$ cat config.mk
export PLATFORM = sky130hd
export DESIGN_NAME = adder_scheduler
export DESIGN_NICKNAME = d
export VERILOG_FILES = /design/src/rtl/adder_scheduler.sv
export SDC_FILE = /design/constraint.sdc
export NUM_CORES = 1
export LEC_CHECK = 0
export CAP_MARGIN = 10
export CORE_AREA = 4 4 156 158
export DETAILED_ROUTE_END_ITERATION = 6
export DIE_AREA = 0 0 160 162
export GPL_ROUTABILITY_DRIVEN = 0
export HOLD_SLACK_MARGIN = 0.02
export PLACE_DENSITY_LB_ADDON = 0.2
export REMOVE_ABC_BUFFERS = 1
export SLEW_MARGIN = 20
export SYNTH_ARGS = -nofsm -noshare
export SYNTH_HDL_FRONTEND = slang
export SYNTH_SLANG_ARGS = --single-unit
$ cat constraint.sdc
create_clock -name clk -period 6.3 [get_ports clk]
set_input_delay 1.26 -clock clk [delete_from_list [all_inputs] [get_ports clk]]
set_output_delay 1.26 -clock clk [all_outputs]
set_load 0.1 [all_outputs]
$ cat src/rtl/adder_scheduler.sv
// Round-robin scheduler sharing one external N-bit adder between NUM_REQ requesters.
// Define ADDER_SCHED_STATS_EN to add the saturating busy_cycles counter and its stats_clr input.
module adder_scheduler #(
   parameter int N       = 32,
   parameter int NUM_REQ = 4,
   parameter int ADD_LAT = 1,
   localparam int IDW    = $clog2(NUM_REQ)
) (
   input  logic                 clk,
   input  logic                 rst_n,
   input  logic [NUM_REQ-1:0]   req_valid,
   output logic [NUM_REQ-1:0]   req_ready,
   input  logic [NUM_REQ*N-1:0] req_a,
   input  logic [NUM_REQ*N-1:0] req_b,
   output logic [N-1:0]         add_a,
   output logic [N-1:0]         add_b,
   input  logic [N:0]           add_sum,
   output logic                 rsp_valid,
   input  logic                 rsp_ready,
   output logic [N:0]           rsp_sum,
   output logic [IDW-1:0]       rsp_id,
`ifdef ADDER_SCHED_STATS_EN
   output logic [31:0]          busy_cycles,
   input  logic                 stats_clr,
`endif
   output logic                 busy
);

   localparam logic [1:0] IDLE = 2'd0;
   localparam logic [1:0] WAIT = 2'd1;
   localparam logic [1:0] RESP = 2'd2;

   logic [1:0]     state_reg;
   logic [IDW-1:0] ptr_reg;
   logic [3:0]     cnt_reg;
   logic [N-1:0]   add_a_reg;
   logic [N-1:0]   add_b_reg;
   logic [N:0]     rsp_sum_reg;
   logic [IDW-1:0] rsp_id_reg;

   logic [IDW-1:0] win_idx;
   logic [IDW-1:0] ptr_next;
   logic [IDW:0]   cand;
   logic           win_found;
   logic           grant_en;
   logic [N-1:0]   a_arr [NUM_REQ];
   logic [N-1:0]   b_arr [NUM_REQ];

   // Search upward from ptr_reg with wrap; the first valid requester wins.
   always_comb begin
      win_idx   = ptr_reg;
      win_found = 1'b0;
      cand      = '0;
      for (int k = 0; k < NUM_REQ; k++) begin
         cand = {1'b0, ptr_reg} + (IDW+1)'(k);
         if (cand >= (IDW+1)'(NUM_REQ))
            cand = cand - (IDW+1)'(NUM_REQ);
         if (!win_found && req_valid[cand[IDW-1:0]]) begin
            win_idx   = cand[IDW-1:0];
            win_found = 1'b1;
         end
      end
   end

   assign grant_en = (state_reg == IDLE) && win_found;
   assign ptr_next = (win_idx == IDW'(NUM_REQ-1)) ? '0 : win_idx + IDW'(1);

   genvar gi;
   generate
      for (gi = 0; gi < NUM_REQ; gi++) begin : g_req
         assign a_arr[gi]     = req_a[gi*N +: N];
         assign b_arr[gi]     = req_b[gi*N +: N];
         // Gated by rst_n so no grant is offered while reset is held.
         assign req_ready[gi] = rst_n && grant_en && (win_idx == IDW'(gi));
      end
   endgenerate

   always_ff @(posedge clk or negedge rst_n) begin
      if (!rst_n) begin
         state_reg   <= IDLE;
         ptr_reg     <= '0;
         cnt_reg     <= '0;
         add_a_reg   <= '0;
         add_b_reg   <= '0;
         rsp_sum_reg <= '0;
         rsp_id_reg  <= '0;
      end else begin
         case (state_reg)
            IDLE: begin
               if (grant_en) begin
                  add_a_reg  <= a_arr[win_idx];
                  add_b_reg  <= b_arr[win_idx];
                  rsp_id_reg <= win_idx;
                  cnt_reg    <= 4'(ADD_LAT);
                  ptr_reg    <= ptr_next;
                  state_reg  <= WAIT;
               end
            end
            WAIT: begin
               if (cnt_reg != 4'd0) begin
                  cnt_reg <= cnt_reg - 4'd1;
               end else begin
                  rsp_sum_reg <= add_sum;
                  state_reg   <= RESP;
               end
            end
            RESP: begin
               if (rsp_ready)
                  state_reg <= IDLE;
            end
            default: state_reg <= IDLE;
         endcase
      end
   end

   assign add_a     = add_a_reg;
   assign add_b     = add_b_reg;
   assign rsp_sum   = rsp_sum_reg;
   assign rsp_id    = rsp_id_reg;
   assign rsp_valid = (state_reg == RESP);
   assign busy      = (state_reg != IDLE);

`ifdef ADDER_SCHED_STATS_EN
   logic [31:0] busy_cycles_reg;

   // Clear wins over increment; the count sticks at all-ones.
   always_ff @(posedge clk or negedge rst_n) begin
      if (!rst_n)
         busy_cycles_reg <= '0;
      else if (stats_clr)
         busy_cycles_reg <= '0;
      else if (busy && (busy_cycles_reg != 32'hFFFF_FFFF))
         busy_cycles_reg <= busy_cycles_reg + 32'd1;
   end

   assign busy_cycles = busy_cycles_reg;
`endif

endmodule

Word level (Yosys, flattened, before mapping):

Cells that the tools add are included.

* output and inout port bits: 105
* word-level logic and storage cells: 91
* bits in registers: 107

* order comparisons: 9
* multiplexer cells: 34
* eq/ne operators: 9
* reduce and logical (&&, ||, !) cells: 21
* add/subtract/negate cells: 9
* bitwise logic cells: 2

Operators by type and width (number)
* binary-select mux 32 bit (select 2 bit): 2
* 2-to-1 mux 32 bit: 4
* 2-to-1 mux 2 bit: 12
* greater-or-equal comparator 3 bit, second input constant: 4
* < comparator 2 x 3 -> 1 bit, second input constant: 4
* logical AND 1 bit: 9
* binary-select mux 1 bit (select 2 bit): 4
* 2-to-1 mux 1 bit: 8
* 2-to-1 mux 4 bit: 2
* one-hot mux 4 bit (2 select lines): 1
* subtractor 2 x 1 -> 2 bit, second input constant: 4
* adder 2 x 2 -> 3 bit, second input constant: 2
* == test 2 bit, second input constant: 3
* inequality test 2 bit, second input constant: 3
* one-hot mux 2 bit (3 select lines): 1
* AND reduction 3 bit: 2
* == test 2 x 1 -> 1 bit, second input constant: 2
* logical NOT 2 bit: 2
* AND reduction 2 bit: 2
* nonzero test 2 bit: 2
* nonzero test 4 bit: 1
* subtractor 4 x 1 -> 4 bit, second input constant: 1
* adder 2 x 1 -> 3 bit, second input constant: 1
* greater-or-equal comparator 2 x 3 -> 1 bit, second input constant: 1
* other kinds (5): 7

Depth between registers and ports, before layout:

Gate-level depths: netlist of run 1.

* depth after elaboration: 18
* gate-level depth with buffers: 9
* mapped depth without buffers: 7

Worst setup path before layout of run 1:

No wires, ideal clock.

* path type: input -> output
* start point: input port req_valid[2]
* end point: output port req_ready[0]
* arrival time: 4.357 ns
* path buffers: 3
* stages: 7
* data required time: 5.040 ns
* setup slack: 0.683 ns
* path through: or2_2 a21oi_1 o21ai_0 buf_2 buf_2 clkbuf_1 nor3_1

* cells in the longest elaborated chain, start to end: 15
* elaborated cells on any way between the ends: 26
* those cells by class: 16 x mux; 10 x reduce/logical

Ends and longest elaborated chain
* from (decl): line 11 `input logic [NUM_REQ-1:0] req_valid,`
* binary-select mux 1 bit (select 2 bit): line 58 `if (!win_found && req_valid[cand[IDW-1:0]]) begin`
* 2-to-1 mux 1 bit (not written as such): line 58
* 2-to-1 mux 1 bit: line 58
* logical NOT 1 bit: line 58
* logical AND 1 bit: line 58
* 2-to-1 mux 1 bit: line 58
* logical NOT 1 bit: line 58
* logical AND 1 bit: line 58
* 2-to-1 mux 1 bit: line 58
* logical NOT 1 bit: line 58
* logical AND 1 bit: line 58
* 2-to-1 mux 1 bit: line 58
* logical AND 1 bit: line 65 `assign grant_en = (state_reg == IDLE) && win_found;`
* logical AND 1 bit: line 74 `assign req_ready[gi] = rst_n && grant_en && (win_idx == IDW'(gi));`
* logical AND 1 bit *: line 74
* to (decl): line 12 `output logic [NUM_REQ-1:0] req_ready,`

Every way passes the cells marked *; elsewhere a longest branch is shown, timed or not. The select of a mux whose other input is x is not followed.

Worst setup path after layout of run 1:

* start point: input port req_valid[2]
* end point: output port req_ready[1]

Same word-level chain as after synthesis.

==> results_dict.tcl, run 1 <==
set metrics [dict create \
    vias 5948 \
    relSlewSlack_pct 26.5 \
    n_fill_cell 2231 \
    nNetsFinal 1206 \
    hold_class "reg2reg" \
    synth_seq_cells 107 \
    place_inst 1186 \
    worstSetupStartpoint "req_valid[2]" \
    place_hpwl_microns 17600 \
    port_buffers 400 \
    post-route-worst-setup-slack_ns 1.47 \
    clock_latency_ns 0.36 \
    synth_warnings 0 \
    drc 0 \
    post_dp_cell_area_sq_mm 0.0103 \
    antenna_found_initial 0 \
    rsz0062_at_grt "false" \
    critical_path.startpoint_type "input port" \
    rr_startpoint "ptr_reg[1]$_DFFE_PN0P_" \
    worstSetupPathType "in2out" \
    postCtsSetupBuffers 0 \
    peakVddDrop_uv 306 \
    die_area_sq_mm 0.0259 \
    crit_required_ns 5.04 \
    cts_buffers 9 \
    arrival_ns 3.57 \
    grt_pass1_vias 6045 \
    cts_tree "built" \
    synthCells 537 \
    holdWs_ns 0.484 \
    total_power_mw 6.75 \
    synth_ff_type "dfrtp_1" \
    fmax_mhz 207 \
    dp_slack_ns 1.46 \
    wl_microns 23700 \
    fin_cells 1202 \
    via_per_inst 4.95 \
    crit_path_cell_trace "clkdlybuf4s50_1, or2_2, a21oi_1, o21ai_4, inv_2, ha_1, and3_1, buf_4" \
    start_util_pct 26.0 \
    fin_crit_sh_pct 76.7 \
    most-common-layout-cells "clkdlybuf4s50_1 (395), dfrtp_1 (107), nor3_1 (55)" \
    dr.pass1.iters 4 \
    cap_viol_max_count 0 \
    setup_tns_ns 0 \
    yosysSeqAreaShare_pct 44.5 \
    h-tree-depth 3 \
    tightest_slew_ns 1.10 \
    finClkSkew_ns 0.0178 \
    async_flop_share_pct 100 \
    critPathCaptureType "output port" \
    area_growth_pct 75.6 \
    fin_area_sq_mm 0.0106 \
    largest_reg_flops 33 \
    grt_pass1_wl_microns 35700 \
    maxSlewViolCount 0 \
    overflow 0 \
    die_w_microns 160 \
    diodes 0 \
    die_h_microns 162 \
    leakage_nw 4.04 \
    slowest_delay_ns 0.49 \
    cts_buffer_depth 2 \
    synth_edf_count 0 \
    clkSinkCount 107 \
    worstHoldStart "rsp_id[1]$_DFFE_PN0P_" \
    setup_violations 0 \
    ys_types 38 \
    ios 401 \
    postCtsHoldBufs 0 \
    drive_gt1_share_pct 11.3 \
    status "finished clean" \
    cp_slowest_cell "clkdlybuf4s50_1" \
    period_needed_ns 4.83 \
    core-area_sq_mm 0.0231 \
    finalHoldViolCount 0 \
    power.density_mw_per_mm2 638 \
    grt_usage_pct 17.5 \
    root_buffer "clkbuf_16" \
    cp_max_fo 28 \
    ant_nets 0 \
    drtIter0Drc 214 \
    synth_area_sq_mm 0.00602 \
    synth_area_per_cell_sq_um 11.2 \
    rows 56 \
    grt_max_degree 64 \
    cts-resized-gates 0 \
    wl_per_cell_microns 19.7 \
    final_common_cell "clkdlybuf4s50_1" \
    postLayoutCoreUtil_pct 45.7 \
    clkSlewWorstSetupHoldPaths_ns 0.08 \
]
-- power by group --
part	internal (mW)	leakage [nW]	switching (mW)	total, mW
registers	1.04	1.22	0.170	1.21
clock network	0.283	0.145	0.312	0.595
logic	1.40	2.68	3.54	4.95
-- worst max-delay path, delay by kind of cell --
family          cells  cell delay (ns)
simple gates        2             0.45
fa+ha+maj           1             0.25
compound gates      2             0.33
buf+inv             3             1.26
-- cells by family after synthesis --
logic type	count (synthesis)	share of synthesized area, %
fa+ha+maj	3	0.623
simple gates	138	12.8
compound gates	120	16.0
xor+xnor	2	0.291
flops	107	44.5
buf+inv	58	4.20
mux	109	21.5
-- Yosys cell counts (3+ instances only) --
library cell / instances / area share, %
clkbuf_1: 27 / 1.7
nand2_1: 10 / 0.62
mux4_2: 12 / 4.5
mux2_2: 45 / 8.4
dfrtp_1: 107 / 44
nor2b_1: 3 / 0.31
inv_1: 6 / 0.37
nor3_1: 55 / 4.6
a211oi_1: 52 / 6.5
or2_2: 3 / 0.31
nor2_1: 5 / 0.31
ha_1: 3 / 0.62
mux2i_1: 52 / 8.6
nand2b_1: 50 / 5.2
or2b_1: 3 / 0.37
o41ai_1: 52 / 7.6
o21ai_0: 5 / 0.42
buf_2: 22 / 1.8
-- area by class of cell --
type	count	area (sq um)	area share [%]
inverter	6	22.5	0.213
clock inverter	7	82.6	0.781
tap	290	363	3.43
timing repair buffer	411	4070	38.5
clock buffer	9	225	2.13
multi-input combinational	372	3130	29.6
sequential	107	2680	25.3
-- metal layers --
layer / track usage, % / routed length [microns] / part of all wire [%]
met3: 5.84 / 2080 / 8.8
met4: 5.75 / 502 / 2.1
met2: 29.4 / 11600 / 49
met5: 0 / 0 / 0
met1: 21.3 / 9580 / 40
-- path summary, 6_finish.rpt --
path	to	depth (start not counted)	slack, ns
worst min-delay path	rsp_id[1]$_DFFE_PN0P_	2	0.48
worst max-delay path	req_ready[1]	8	1.47
min in group asynchronous	add_b[23]$_DFFE_PN0P_	1	0.94
worst max register to register	add_b[26]$_DFFE_PN0P_	7	3.21
worst min register to register	rsp_id[1]$_DFFE_PN0P_	2	0.48
max in group asynchronous	state_reg[1]$_DFFE_PN0P_	2	4.10
Power figures use the tool's default switching activity.
==> inputs of run 2 (changes only) <==
==> constraint.sdc (replaced) <==
create_clock -name clk -period 4.4 [get_ports clk]
set_input_delay 0.88 -clock clk [delete_from_list [all_inputs] [get_ports clk]]
set_output_delay 0.88 -clock clk [all_outputs]
set_load 0.1 [all_outputs]
==> run 2 against run 1 <==
Net effect: clock-buffer cell count unchanged; largest cell class unchanged; non-clock buffer count increased by 6; register-to-register slack got worse by 1.4 ns; sequential cell count unchanged; hold slack got worse by 0.10 ns.
==> results_dict.tcl, run 2 (synthesis gave the netlist of run 1 again) <==
set metrics [dict create \
    status "finished clean" \
    grt_pass1_vias 6240 \
    rsz0062_at_grt "false" \
    root_buffer "clkbuf_16" \
    setup_violations 0 \
    postCtsSetupBuffers 0 \
    internal_power_mw 3.98 \
    ios 401 \
    overflow 0 \
    start_util_pct 26.0 \
    grt_util_met1_pct 20.9 \
    rows 56 \
    grt_use_met2_pct 30.8 \
    peakVddDrop_uv 528 \
    switching_share_pct 59.3 \
    p_sw_mw 5.79 \
    n_fill_cell 2163 \
    critPathCaptureType "output port" \
    drive_gt1_share_pct 11.9 \
    place_hpwl_microns 18100 \
    area_growth_pct 77.7 \
    fin_area_sq_mm 0.0107 \
    cap_viol_max_count 0 \
    fmax_mhz 265 \
    relSlewSlack_pct 24.7 \
    total_power_mw 9.76 \
    cts_buffers 9 \
    antenna_found_initial 0 \
    dp_slack_ns 0.643 \
    diodes 0 \
    tightest_slew_ns 1.13 \
    worstSetupPathType "in2out" \
    grtUsageMet3_pct 5.86 \
    post_dp_cell_area_sq_mm 0.0104 \
    critical_path.startpoint_type "input port" \
    grt_pass1_wl_microns 36200 \
    wl_per_cell_microns 19.7 \
    finClkSkew_ns 0.0131 \
    clkSlewWorstSetupHoldPaths_ns 0.08 \
    p_clk_share_pct 8.7 \
    finalHoldViolCount 0 \
    period_needed_ns 3.77 \
    port_buffers 400 \
    clkSinkCount 107 \
    clock_latency_ns 0.36 \
    maxSlewViolCount 0 \
    via_per_inst 4.98 \
    ant_nets 0 \
    fin_crit_sh_pct 85.7 \
    wl_microns 23800 \
    h-tree-depth 3 \
    die_h_microns 162 \
    vias 6014 \
    pwr-share-seq_pct 17.8 \
    cts_tree "built" \
    die_area_sq_mm 0.0259 \
    die_w_microns 160 \
    grt_usage_pct 17.7 \
    drc 0 \
    power.density_mw_per_mm2 912 \
    drtIter0Drc 211 \
    cts-resized-gates 0 \
    arrival_ns 2.89 \
    core-area_sq_mm 0.0231 \
    cts_buffer_depth 2 \
    p_comb_share_pct 73.6 \
    cp_max_fo 25 \
    largest_reg_flops 33 \
    crit_required_ns 3.52 \
    most-common-layout-cells "clkdlybuf4s50_1 (395), dfrtp_1 (107), nor3_1 (55)" \
    final_common_cell "clkdlybuf4s50_1" \
    dr.pass1.iters 4 \
    grt_max_degree 62 \
    nNetsFinal 1212 \
    postCtsHoldBufs 0 \
    grt.busiest_layer "met2" \
    post-route-worst-setup-slack_ns 0.631 \
    leakage_nw 4.10 \
    hold_class "in2async" \
]
-- run 2: changes by cell type in the layout (fill, tap and decap cells not counted), sizes merged --
cell / delta
buf: +6
clkinvlp: -1
inv: +1
-- run 2: per-stage QoR --
step / setup TNS [ns] / std cells / utilization (%) / hold slack (ns)
6_report: 0 / 1208 / 46.3 / 0.380
5_1_grt: 0 / 1208 / 46.3 / 0.375
4_1_cts: 0 / 1208 / 46.3 / 0.370
3_5_place_dp: 0 / 1192 / 45.0 / 0.471
3_3_place_gp: 0 / 1192 / 45.0 / 0.459
2_1_floorplan: -741.10 / 485 / - / 0.462
-- run 2: final timing paths --
path	start	cells after the start	end	slack (ns)
hold / removal	rst_n	1	add_b[23]$_DFFE_PN0P_	0.38
hold reg to reg	rsp_id[0]$_DFFE_PN0P_	2	rsp_id[0]$_DFFE_PN0P_	0.49
setup / recovery	req_valid[1]	7	req_ready[3]	0.63
max in group asynchronous	rst_n	3	add_a[30]$_DFFE_PN0P_	2.42
min in group clk	rsp_id[0]$_DFFE_PN0P_	2	rsp_id[0]$_DFFE_PN0P_	0.49
setup reg to reg	ptr_reg[1]$_DFFE_PN0P_	7	add_a[5]$_DFFE_PN0P_	1.82
-- run 2: area by class of cell --
cell class              count  area, sq um  area share (%)
repair buffers            417         4210            39.3
multi-input cells         372         3130            29.2
flip-flops and latches    107         2680            25.0
well taps                 290          363            3.39
clock buffers               9          225            2.10
clock inverters             7         78.8           0.736
inverters                   6         22.5           0.210
-- run 2: power by group through the flow --
stage	clock [mW]	sequential (mW)	combinational, mW
6_report	0.847	1.73	7.18
3_3_place_gp	0	1.74	7.22
3_5_place_dp	0	1.75	7.25
5_1_grt	0.913	1.80	7.53
4_1_cts	0.876	1.74	7.26
2_1_floorplan	0	5.04	2.16
-- run 2: routing by layer --
| layer | up-vias | routed length [microns] | part of all wire, % |
|---|---|---|---|
| li1 | 2831 | - | - |
| met1 | 2910 | 9490 | 40 |
| met2 | 248 | 11900 | 50 |
| met3 | 25 | 2030 | 8.5 |
| met5 | - | 0 | 0 |
| met4 | 0 | 450 | 1.9 |
-- run 2: worst max-delay path: stages --
cell	delay, ns
clkdlybuf4s50_1	0.66
nor2_1	0.11
o21ai_2	0.25
o211ai_4	0.13
buf_4	0.25
nor3_1	0.36
buf_12	0.22
